===== src/rtl/text_cursor_ctrl.sv =====
// Cursor and terminal controller: turns ASCII/scancode strobes into character-cell
// writes and a cursor position, with a hardware clear-screen sweep.
module text_cursor_ctrl #(
  parameter int unsigned COLS      = 16,
  parameter int unsigned ROWS      = 2,
  parameter int unsigned COL_W     = $clog2(COLS),
  parameter int unsigned ROW_W     = (ROWS > 1) ? $clog2(ROWS) : 1,
  parameter int unsigned WRAP_MODE = 1,
  parameter int unsigned TAB_STOP  = 4
) (
  input  logic             clk,
  input  logic             rst_n,
  input  logic             ascii_vld,
  input  logic [7:0]       ascii,
  input  logic             scancode_vld,
  input  logic [7:0]       scancode,
  input  logic             clear_req,
  output logic             wr_en,
  output logic [COL_W-1:0] wr_col,
  output logic [ROW_W-1:0] wr_row,
  output logic [7:0]       wr_symbol,
  output logic [COL_W-1:0] cursor_col,
  output logic [ROW_W-1:0] cursor_row,
  output logic             busy
);

  localparam logic [COL_W-1:0] COL_MAX  = COL_W'(COLS - 1);
  localparam logic [ROW_W-1:0] ROW_MAX  = ROW_W'(ROWS - 1);
  localparam logic [COL_W:0]   TAB_MASK = ~((COL_W+1)'(TAB_STOP - 1));
  localparam logic [COL_W:0]   TAB_LIM  = (COL_W+1)'(COLS);
  localparam logic [7:0]       SPACE    = 8'h20;

  typedef enum logic {IDLE, CLEAR} state_t;

  state_t           state;
  logic [COL_W-1:0] sw_col;
  logic [ROW_W-1:0] sw_row;
  logic             sw_done;

  logic [COL_W-1:0] nxt_col;
  logic [ROW_W-1:0] nxt_row;
  logic             do_wr;
  logic [COL_W-1:0] wr_col_n;
  logic [ROW_W-1:0] wr_row_n;
  logic [7:0]       wr_sym_n;
  logic [COL_W:0]   tab_col;
  logic [ROW_W-1:0] enter_row;
  logic             wrap;

  // Next cursor position and optional cell write for an ASCII or scancode strobe.
  always_comb begin
    wrap      = (WRAP_MODE != 0);
    nxt_col   = cursor_col;
    nxt_row   = cursor_row;
    do_wr     = 1'b0;
    wr_col_n  = cursor_col;
    wr_row_n  = cursor_row;
    wr_sym_n  = ascii;
    tab_col   = ({1'b0, cursor_col} & TAB_MASK) + (COL_W+1)'(TAB_STOP);
    enter_row = (cursor_row != ROW_MAX) ? cursor_row + ROW_W'(1)
              : (wrap ? '0 : ROW_MAX);
    if (ascii_vld) begin
      if (ascii >= 8'h20 && ascii <= 8'h7E) begin
        do_wr = 1'b1;
        if (cursor_col != COL_MAX) begin
          nxt_col = cursor_col + COL_W'(1);
        end else if (cursor_row != ROW_MAX) begin
          nxt_col = '0;
          nxt_row = cursor_row + ROW_W'(1);
        end else if (wrap) begin
          nxt_col = '0;
          nxt_row = '0;
        end
      end else if (ascii == 8'h08) begin
        if (cursor_col != '0) begin
          nxt_col  = cursor_col - COL_W'(1);
          do_wr    = 1'b1;
          wr_col_n = cursor_col - COL_W'(1);
          wr_sym_n = SPACE;
        end else if (cursor_row != '0) begin
          nxt_col  = COL_MAX;
          nxt_row  = cursor_row - ROW_W'(1);
          do_wr    = 1'b1;
          wr_col_n = COL_MAX;
          wr_row_n = cursor_row - ROW_W'(1);
          wr_sym_n = SPACE;
        end
      end else if (ascii == 8'h0D || ascii == 8'h0A) begin
        nxt_col = '0;
        nxt_row = enter_row;
      end else if (ascii == 8'h09) begin
        if (tab_col >= TAB_LIM) begin
          nxt_col = '0;
          nxt_row = enter_row;
        end else begin
          nxt_col = COL_W'(tab_col);
        end
      end
    end else if (scancode_vld) begin
      case (scancode)
        8'h6B: nxt_col = (cursor_col != '0) ? cursor_col - COL_W'(1)
                       : (wrap ? COL_MAX : cursor_col);
        8'h74: nxt_col = (cursor_col != COL_MAX) ? cursor_col + COL_W'(1)
                       : (wrap ? '0 : cursor_col);
        8'h75: nxt_row = (cursor_row != '0) ? cursor_row - ROW_W'(1)
                       : (wrap ? ROW_MAX : cursor_row);
        8'h72: nxt_row = (cursor_row != ROW_MAX) ? cursor_row + ROW_W'(1)
                       : (wrap ? '0 : cursor_row);
        default: ;
      endcase
    end
  end

  // Control FSM; the sweep issues cell (0,0) on the accepting edge so busy spans the writes.
  always_ff @(posedge clk or negedge rst_n) begin
    if (!rst_n) begin
      state      <= IDLE;
      cursor_col <= '0;
      cursor_row <= '0;
      wr_en      <= 1'b0;
      wr_col     <= '0;
      wr_row     <= '0;
      wr_symbol  <= SPACE;
      busy       <= 1'b0;
      sw_col     <= '0;
      sw_row     <= '0;
      sw_done    <= 1'b0;
    end else begin
      wr_en <= 1'b0;
      case (state)
        IDLE: begin
          if (clear_req) begin
            state     <= CLEAR;
            busy      <= 1'b1;
            wr_en     <= 1'b1;
            wr_col    <= '0;
            wr_row    <= '0;
            wr_symbol <= SPACE;
            sw_col    <= COL_W'(1);
            sw_row    <= '0;
            sw_done   <= 1'b0;
          end else begin
            cursor_col <= nxt_col;
            cursor_row <= nxt_row;
            if (do_wr) begin
              wr_en     <= 1'b1;
              wr_col    <= wr_col_n;
              wr_row    <= wr_row_n;
              wr_symbol <= wr_sym_n;
            end
          end
        end
        CLEAR: begin
          if (sw_done) begin
            state      <= IDLE;
            busy       <= 1'b0;
            cursor_col <= '0;
            cursor_row <= '0;
          end else begin
            wr_en     <= 1'b1;
            wr_col    <= sw_col;
            wr_row    <= sw_row;
            wr_symbol <= SPACE;
            if (sw_col == COL_MAX && sw_row == ROW_MAX) begin
              sw_done <= 1'b1;
            end else if (sw_col == COL_MAX) begin
              sw_col <= '0;
              sw_row <= sw_row + ROW_W'(1);
            end else begin
              sw_col <= sw_col + COL_W'(1);
            end
          end
        end
        default: state <= IDLE;
      endcase
    end
  end

endmodule


===== config.mk =====
export PLATFORM = sky130hd
export DESIGN_NAME = text_cursor_ctrl
export DESIGN_NICKNAME = d
export VERILOG_FILES = /design/src/rtl/text_cursor_ctrl.sv
export SDC_FILE = /design/constraint.sdc
export NUM_CORES = 1
export LEC_CHECK = 0
export CAP_MARGIN = 10
export CORE_UTILIZATION = 52
export CTS_BUF_LIST = sky130_fd_sc_hd__clkbuf_4
export DETAILED_ROUTE_END_ITERATION = 16
export GPL_ROUTABILITY_DRIVEN = 0
export PLACE_DENSITY = 0.84
export SLEW_MARGIN = 20
export SYNTH_ARGS = -nofsm -noshare
export SYNTH_HDL_FRONTEND = slang
export SYNTH_SLANG_ARGS = --single-unit

===== constraint.sdc =====
create_clock -name clk -period 2.1 [get_ports clk]
set_input_delay 0.21 -clock clk [delete_from_list [all_inputs] [get_ports clk]]
set_output_delay 0.21 -clock clk [all_outputs]
set_load 0.1 [all_outputs]

## Word level (Yosys, flattened, before mapping)

Cells that the tools add are included.

- Bits in registers: 27
- Input port bits: 21
- Output and inout port bits: 20
- Word-level logic and storage cells: 135

- $add $sub $neg: 7
- Magnitude comparators: 3
- Equal/unequal tests: 23
- Mux-type cells: 80
- Bitwise logic cells: 1
- Reductions and logical operators: 10

Operators with widths:

| kind | count |
|---|---|
| $mux W4 | 23 |
| $mux W8 | 8 |
| $mux W1 | 36 |
| $eq A8 B4 Y1 const B | 4 |
| $eq A8 B7 Y1 const B | 4 |
| $pmux W4 S2 | 4 |
| $pmux W1 S2 | 8 |
| $pmux W8 S2 | 1 |
| $ne A6 B6 Y1 const B | 2 |
| $add A4 B1 Y4 const B | 2 |
| $ge A8 B6 Y1 const B | 1 |
| $le A8 B7 Y1 const B | 1 |
| $ne A2 B2 Y1 const B | 4 |
| $ne A4 B2 Y1 const B | 2 |
| $ne A4 B4 Y1 const B | 2 |
| $reduce_and A7 Y1 | 1 |
| $ne A3 B3 Y1 const B | 2 |
| $add A4 B3 Y5 const B | 1 |
| $ge A5 B5 Y1 const B | 1 |
| $reduce_and A5 Y1 | 1 |
| $eq A4 B4 Y1 const B | 1 |
| $ne A2 B1 Y1 const B | 2 |
| $reduce_and A2 Y1 | 2 |
| $reduce_and A4 Y1 | 1 |
| other kinds (8) | 10 |

## Depth between registers and ports, before layout

Gate-level depths: netlist (run 1).

- Depth after elaboration: 10
- Gate-level depth with buffers: 10
- Depth with buffers taken out: 9

## Worst setup path before layout (run 1)

No wires, ideal clock.

- Kind: register to register
- Start: reg cursor_col[2]
- End: reg wr_col[2]
- Library setup time: 0.129 ns
- Arrival: 2.411 ns
- Data required time: 1.971 ns
- Slack: -0.439 ns
- Stages on the path, launching flop included: 11
- Path buffers: 2
- Clock period less this slack: 2.539 ns
- Cell sequence: dfrtp_1 > clkbuf_1 > inv_1 > ha_1 > nand3b_1 > nand4_1 > o211ai_2 > nand2_2 > buf_2 > nand2_1 > o21ai_0

- Cells in the longest elaborated chain, start to end: 8
- Elaborated cells on any way between the ends: 16
- Those cells by class: 1 x add/sub; 1 x eq/ne; 12 x mux; 2 x reduce/logical

RTL lines:

| item | RTL line | RTL |
|---|---|---|
| start: declaration | 22 | `output logic [COL_W-1:0] cursor_col,` |
| start signal: assignment | 143 | `cursor_col <= nxt_col;` |
| $sub A4 B1 Y4 (tied with other cells) | 78 | `wr_col_n = cursor_col - COL_W'(1);` |
| $mux W4 | - |  |
| $mux W4 | 74 | `end else if (ascii == 8'h08) begin` |
| $mux W4 | 63 | `if (ascii >= 8'h20 && ascii <= 8'h7E) begin` |
| $mux W4 | 62 | `if (ascii_vld) begin` |
| $mux W4 | 145 | `if (do_wr) begin` |
| $mux W4 | 132 | `if (clear_req) begin` |
| $pmux W4 S2 | 130 | `case (state)` |
| end signal: assignment | 147 | `wr_col <= wr_col_n;` |
| end signal: assignment | 161 | `wr_col <= sw_col;` |
| end: declaration | 19 | `output logic [COL_W-1:0] wr_col,` |

Several ways; a longest one is shown, not always the timed one. The select of a mux whose other input is x is not followed.
A chain may end at the register's enable or synchronous reset.

## Worst setup path in the final report (run 1)

- Start: reg cursor_col[2]
- End: reg wr_symbol[0]

- Cells in the longest elaborated chain, start to end: 8
- Elaborated cells on any way between the ends: 14
- Those cells by class: 1 x eq/ne; 11 x mux; 2 x reduce/logical

RTL lines:

| item | RTL line | RTL |
|---|---|---|
| $reduce_bool A4 Y1 (*) | 75 | `if (cursor_col != '0) begin` |
| $mux W8 | 75 |  |
| $mux W8 | 74 |  |
| $mux W8 | 63 |  |
| $mux W8 | 62 |  |
| $mux W8 | 145 |  |
| $mux W8 | 132 |  |
| $pmux W8 S2 | 130 |  |
| end signal: assignment | 149 | `wr_symbol <= wr_sym_n;` |
| end: declaration | 21 | `output logic [7:0] wr_symbol,` |

Mark *: on every way between the ends. The rest lies on a longest branch, timed or not. The select of a mux whose other input is x is not followed.

==> results of run 1 <==
[sequential cells by signal, summed over array words and instances (netlist names)]
signal	count
wr_symbol	8
cursor_col	4
sw_col	4
wr_col	4
busy	1
cursor_row	1
state	1
sw_done	1
sw_row	1
wr_en	1
wr_row	1
[path summary, 6_finish.rpt]
kind,depth (start not counted),start,to
hold / removal,2,rst_n,wr_symbol[1]
setup / recovery,9,cursor_col[2],wr_symbol[0]
min in group clk,2,wr_symbol[3],wr_symbol[3]
setup reg to reg,9,cursor_col[2],wr_symbol[0]
hold reg to reg,2,wr_symbol[3],wr_symbol[3]
max in group asynchronous,2,rst_n,wr_symbol[5]
[cells in the final DEF (no fill, tap or decap), types with 4 or more instances in the layout]
cell type        count
dfrtp_1             22
a22o_1               4
inv_1               11
a21oi_1              8
a31oi_1              5
clkdlybuf4s50_1     20
nor3_1               8
o21ai_0             20
nor2_1              17
nand2_1             36
ha_1                 5
buf_4               42
nand3_1              9
[logic make-up after synthesis]
group                    count (synthesis)  share of synthesized area
AO/OA/AOI/OAI                           67                      0.245
buffers and inverters                   21                     0.0495
flip-flops                              27                      0.362
AND/OR/NAND/NOR                         97                      0.284
multiplexers                             3                     0.0167
adder cells (fa/ha/maj)                  5                     0.0335
XOR/XNOR                                 2                    0.00937
[area by class of cell]
class | instances | share of cell area
clock inverter | 1 | 0.00206
clock buffer | 3 | 0.00926
inverter | 12 | 0.0185
sequential | 27 | 0.282
timing repair buffer | 62 | 0.212
tap | 46 | 0.0237
multi-input combinational | 174 | 0.452
[critical path, stage by stage (launching register included)]
cell      delay (ns)
dfrtp_4         0.57
inv_1           0.09
ha_1            0.22
nand3b_1        0.24
nand4_1         0.16
o211ai_2        0.12
nand2_2         0.13
buf_4           0.18
nand2_1         0.07
o21ai_0         0.06
[stage by stage]
step,hold WS (ns),util
2_1_floorplan,-0.0856,-
3_3_place_gp,0.453,0.709
3_5_place_dp,0.460,0.709
4_1_cts,0.239,0.718
5_1_grt,0.284,0.718
6_report,0.231,0.718
[power breakdown]
group | internal [mW] | total, mW | switching [mW]
clock network | 0.0716 | 0.229 | 0.157
logic | 0.688 | 2.39 | 1.70
registers | 0.731 | 0.942 | 0.211
[synth_stat cells (all sizes together), types with 3 or more instances]
cell / n
nor2b: 3
o41ai: 3
a31oi: 5
o22ai: 3
inv: 12
clkbuf: 4
nor2: 17
ha: 5
buf: 5
a21oi: 8
dfrtp: 26
o31ai: 3
nand2: 37
nor3: 8
nand4: 3
nand3: 9
a22o: 4
o21ai: 22
[per-layer routing]
| metal | track usage | wire length (um) | share of wire | vias to the layer above |
|---|---|---|---|---|
| met5 | 0 | 0 | 0 | - |
| met2 | 0.433 | 2130 | 0.46 | 62 |
| met4 | 0.0571 | 44 | 0.0096 | 0 |
| met3 | 0.0331 | 212 | 0.046 | 6 |
| met1 | 0.361 | 2200 | 0.48 | 872 |
| li1 | - | - | - | 936 |
==> results.tsv, run 1 <==
metric	value	unit
Hold-fix buffers, CTS	0	
antenna violations before repair	0	
routed wire length	4590	um
PnR worst setup slack	0.193	ns
Final Instance Area	2430	sq um
ys async rst share	1.00	
first-pass GRT wire length	7450	um
Top Ports	41	
Seq cells post-synth	27	
cell total after placement	321	
share of the synthesized area in the top cell type	0.348	
Vias	1876	
CTS tree	done	
Worst EP required	2.36	ns
Clock Tree Buf Depth	2	
Synth Net Count	248	
run status	finished, final reports clean	
Arr. time, crit path	2.17	ns
peak supply drop	827	uV
Post-synth EDFFs	0	
pin count of the biggest net entering global routing	28	
Syn Inst Count	222	
total track usage	0.261	
core area	3390	sq um
RSZ-0062 raised after global routing	no	
Filler cells	276	
clock-pin slew on the worst setup and hold paths	0.15	ns
Post-DP Area	2400	sq um
ys flop type	dfrtp_1	
clk sinks	27	
sequential-to-total area share from yosys stat	0.362	
final cell count without fillers	325	
post-CTS setup buffer count	0	
Max Cap Viol	0	
Starting Density	0.551	
Final setup viols	0	
Iter 0 DRT Violations	112	
share of layout cells above drive strength 1	0.233	
Clock Skew	0.0104	ns
pwr dens	1460	nW/um^2
Ant. Diodes	0	
Hold Crit Class	input port to asynchronous set/reset pin	
cts repair resizes	0	
DIE AREA	3840	sq um
Detail Route Antenna Nets	0	
GRT Residual Overflow	0	
mean routed wirelength per cell	14.1	um
overall power	3.56	mW
drt via density	5.77	
DIE WIDTH	62.0	um
FF-to-FF setup slack	0.19	ns
Post-Synthesis Cell Area	1870	sq um
Achievable Freq	524	MHz
H-tree levels	1	
clock latency at the later pin of the worst-skew pair	0.33	ns
Die Y	62.0	um
DP Worst Slack	-0.0784	ns
Buffers on Ports	40	
actual slew at the worst max-slew pin	0.420	ns
Final Hold Viols	0	
Leak	1.10	nW
post-synth cell types	65	
Layout Area Growth over Synthesis	30.1	%
post-layout min period	1.91	ns
leading area contributor after synthesis	dfrtp_1	
Setup CP Type	flip-flop to flip-flop	
synthesized area per cell	8.42	sq um
Synth area leaders	dfrtp_1, nand2_1, o21ai_0	
total CTS buffers	3	
Crit. End Element	flip-flop	
vias in the first global route	1661	
max-slew violations	0	
Rel. slew slack	0.716	
Critical Path Source Type	flip-flop	
Root Driver	clkbuf_4	
register area	687	sq um
Pre-Repair DR Iteration Count	4	
setup TNS	0	ns
Final #Nets	306	
crit share post-route	0.908	
worst-path maximum fanout	14	
DRC violations left	0	
# rows	21	
Ys Warns	0	
hpwl dp	3650	um
multi-input logic area	1100	sq um
No activity file was read; power rests on OpenSTA's default activity.
==> run 2, diff against run 1 <==
--- a/config.mk
+++ b/config.mk
@@ -6,11 +6,11 @@
 export NUM_CORES = 1
 export LEC_CHECK = 0
 export CAP_MARGIN = 10
-export CORE_UTILIZATION = 52
+export CORE_UTILIZATION = 45
 export CTS_BUF_LIST = sky130_fd_sc_hd__clkbuf_4
 export DETAILED_ROUTE_END_ITERATION = 16
 export GPL_ROUTABILITY_DRIVEN = 0
-export PLACE_DENSITY = 0.84
+export PLACE_DENSITY = 0.74
 export SLEW_MARGIN = 20
 export SYNTH_ARGS = -nofsm -noshare
 export SYNTH_HDL_FRONTEND = slang
==> run 2 against run 1 <==
Net effect: worst setup slack improved by 0.034 ns; critical path depth decreased by 2; clock-buffer cell count unchanged; critical endpoint is now wr_col[3]; largest cell class unchanged.
==> results.tsv, run 2 (synthesis gave the netlist of run 1 again) <==
metric	value	unit	change
Layout Area Growth over Synthesis	33.3	%	
Die Y	66.5	um	+7.3%
final cell count without fillers	336		+3.4%
clk sinks	27		unchanged
crit share post-route	0.892		-0.0160
pwr dens	1460	nW/um^2	-0.35%
Setup CP Type	flip-flop to flip-flop		
met1 usage	0.334		-0.0270
Filler cells	346		+25%
mean routed wirelength per cell	14.4	um	+1.9%
# rows	23		+9.5%
PnR worst setup slack	0.226	ns	+0.0336 ns
Reg power frac	0.257		-0.008
post-layout min period	1.87	ns	-0.0336 ns
RSZ-0062 raised after global routing	no		
Hold Crit Class	input port to asynchronous set/reset pin		
Final #Nets	313		+2.3%
drt via density	5.69		-1.4%
Sw Pwr	2.10	mW	+1.5%
post-CTS setup buffer count	0		unchanged
hpwl dp	3800	um	+4.1%
total track usage	0.233		-0.0276
DRC violations left	0		unchanged
Top Ports	41		unchanged
utilization after layout	0.623		-0.0945
Worst EP required	2.33	ns	-0.03 ns
share of layout cells above drive strength 1	0.252		+0.0188
max-slew violations	0		unchanged
Detail Route Antenna Nets	0		unchanged
GRT busiest layer	met2		
Achievable Freq	534	MHz	+1.8%
CTS tree	done		
Leak	1.13	nW	+2.8%
Clock Skew	0.00516	ns	-0.00521 ns
largest reg by FF count	wr_symbol		
H-tree levels	1		unchanged
Internal	1.53	mW	+3.0%
Max Cap Viol	0		unchanged
cell total after placement	332		+3.4%
clock latency at the later pin of the worst-skew pair	0.33	ns	about the same
first-pass GRT wire length	7870	um	+5.7%
Root Driver	clkbuf_4		
commonest non-fill, non-tap cell in the layout	buf_4		
Hold-fix buffers, CTS	0		unchanged
overall power	3.63	mW	+2.1%
part of the power in the clock network	0.066		+0.002
clock-pin slew on the worst setup and hold paths	0.16	ns	about the same
GR Util met3	0.0257		-0.00744
DP Worst Slack	-0.0442	ns	+0.0343 ns
Arr. time, crit path	2.10	ns	-0.07 ns
DIE AREA	4420	sq um	+15%
total CTS buffers	3		unchanged
multi-input logic area	1100	sq um	unchanged
Crit. End Element	flip-flop		
Pre-Repair DR Iteration Count	4		unchanged
most frequent cells in the layout	buf_4, nand2_1, dfrtp_1, o21ai_0, clkdlybuf4s50_1		
r2r worst-path depth	7		-2
DIE WIDTH	66.5	um	+7.3%
Rel. slew slack	0.701		-0.0149
pin count of the biggest net entering global routing	28		unchanged
antenna violations before repair	0		unchanged
Final Hold Viols	0		unchanged
Vias	1913		+2.0%
Starting Density	0.467		-0.0842
GRT Residual Overflow	0		unchanged
Clock Tree Buf Depth	2		unchanged
register area	687	sq um	unchanged
peak supply drop	814	uV	-1.6%
run status	finished, final reports clean		
met2 Usage GRT	0.383		-0.0505
core area	4000	sq um	+18%
Iter 0 DRT Violations	107		-4.5%
Critical Path Source Type	flip-flop		
Switching Share	0.578		-0.00343
Final setup viols	0		unchanged
flip-flop count of the largest register after layout	8		unchanged
actual slew at the worst max-slew pin	0.442	ns	+0.0221 ns
Ant. Diodes	0		unchanged
routed wire length	4830	um	+5.4%
vias in the first global route	1686		+1.5%
Buffers on Ports	40		unchanged
Logic pwr share	0.676		+0.005
cts repair resizes	0		unchanged
worst-path maximum fanout	14		unchanged
run 2: power by group through the flow:
stage / Sequential [mW] / Combinational [mW] / Clock [mW]
after global routing: 0.963 / 2.61 / 0.268
after detailed placement: 0.940 / 2.45 / 0
after floorplan: 1.85 / 0.858 / 0
final: 0.935 / 2.46 / 0.241
after CTS: 0.930 / 2.45 / 0.247
after global placement: 0.934 / 2.42 / 0
run 2: per-layer routing:
metal,part of all wire,vias to the layer above,wire length (um)
met1,0.47,902,2250
met5,0,-,0
li1,-,942,-
met3,0.047,4,225
met2,0.48,65,2330
met4,0.0056,0,27
run 2: worst paths after layout:
path / slack [ns] / start / endpoint
max: 0.23 / cursor_col[2] / wr_col[3]
min: 0.24 / rst_n / wr_symbol[1]
max reg2reg: 0.23 / cursor_col[2] / wr_col[3]
min reg2reg: 0.49 / wr_symbol[4] / wr_symbol[4]
max in group asynchronous: 1.55 / rst_n / wr_symbol[5]
min in group clk: 0.49 / wr_symbol[4] / wr_symbol[4]
run 2: cell type report:
type	instances	share of cell area
tap	50	0.0251
multi-input combinational	174	0.441
clock buffer	3	0.00904
clock inverter	1	0.00301
sequential	27	0.276
timing repair buffer	69	0.228
inverter	12	0.0181
run 2: through the flow:
| stage | hold slack [ns] | TNS (ns) | cell area (sq um) |
|---|---|---|---|
| finish | 0.244 | 0 | 2490 |
| global route | 0.239 | 0 | 2490 |
| CTS | 0.245 | 0 | 2490 |
| detailed placement | 0.458 | -0.171 | 2460 |
| global placement | 0.453 | -0.0798 | 2460 |
| floorplan | -0.0856 | 0 | 1880 |
run 2: critical path: stages, from the launching register on:
cell and delay [ns]:
dfrtp_4 0.58, inv_1 0.08, ha_1 0.16, nand3b_1 0.19, buf_4 0.20, o211a_1 0.21, a31oi_1 0.24, o21ai_0 0.11
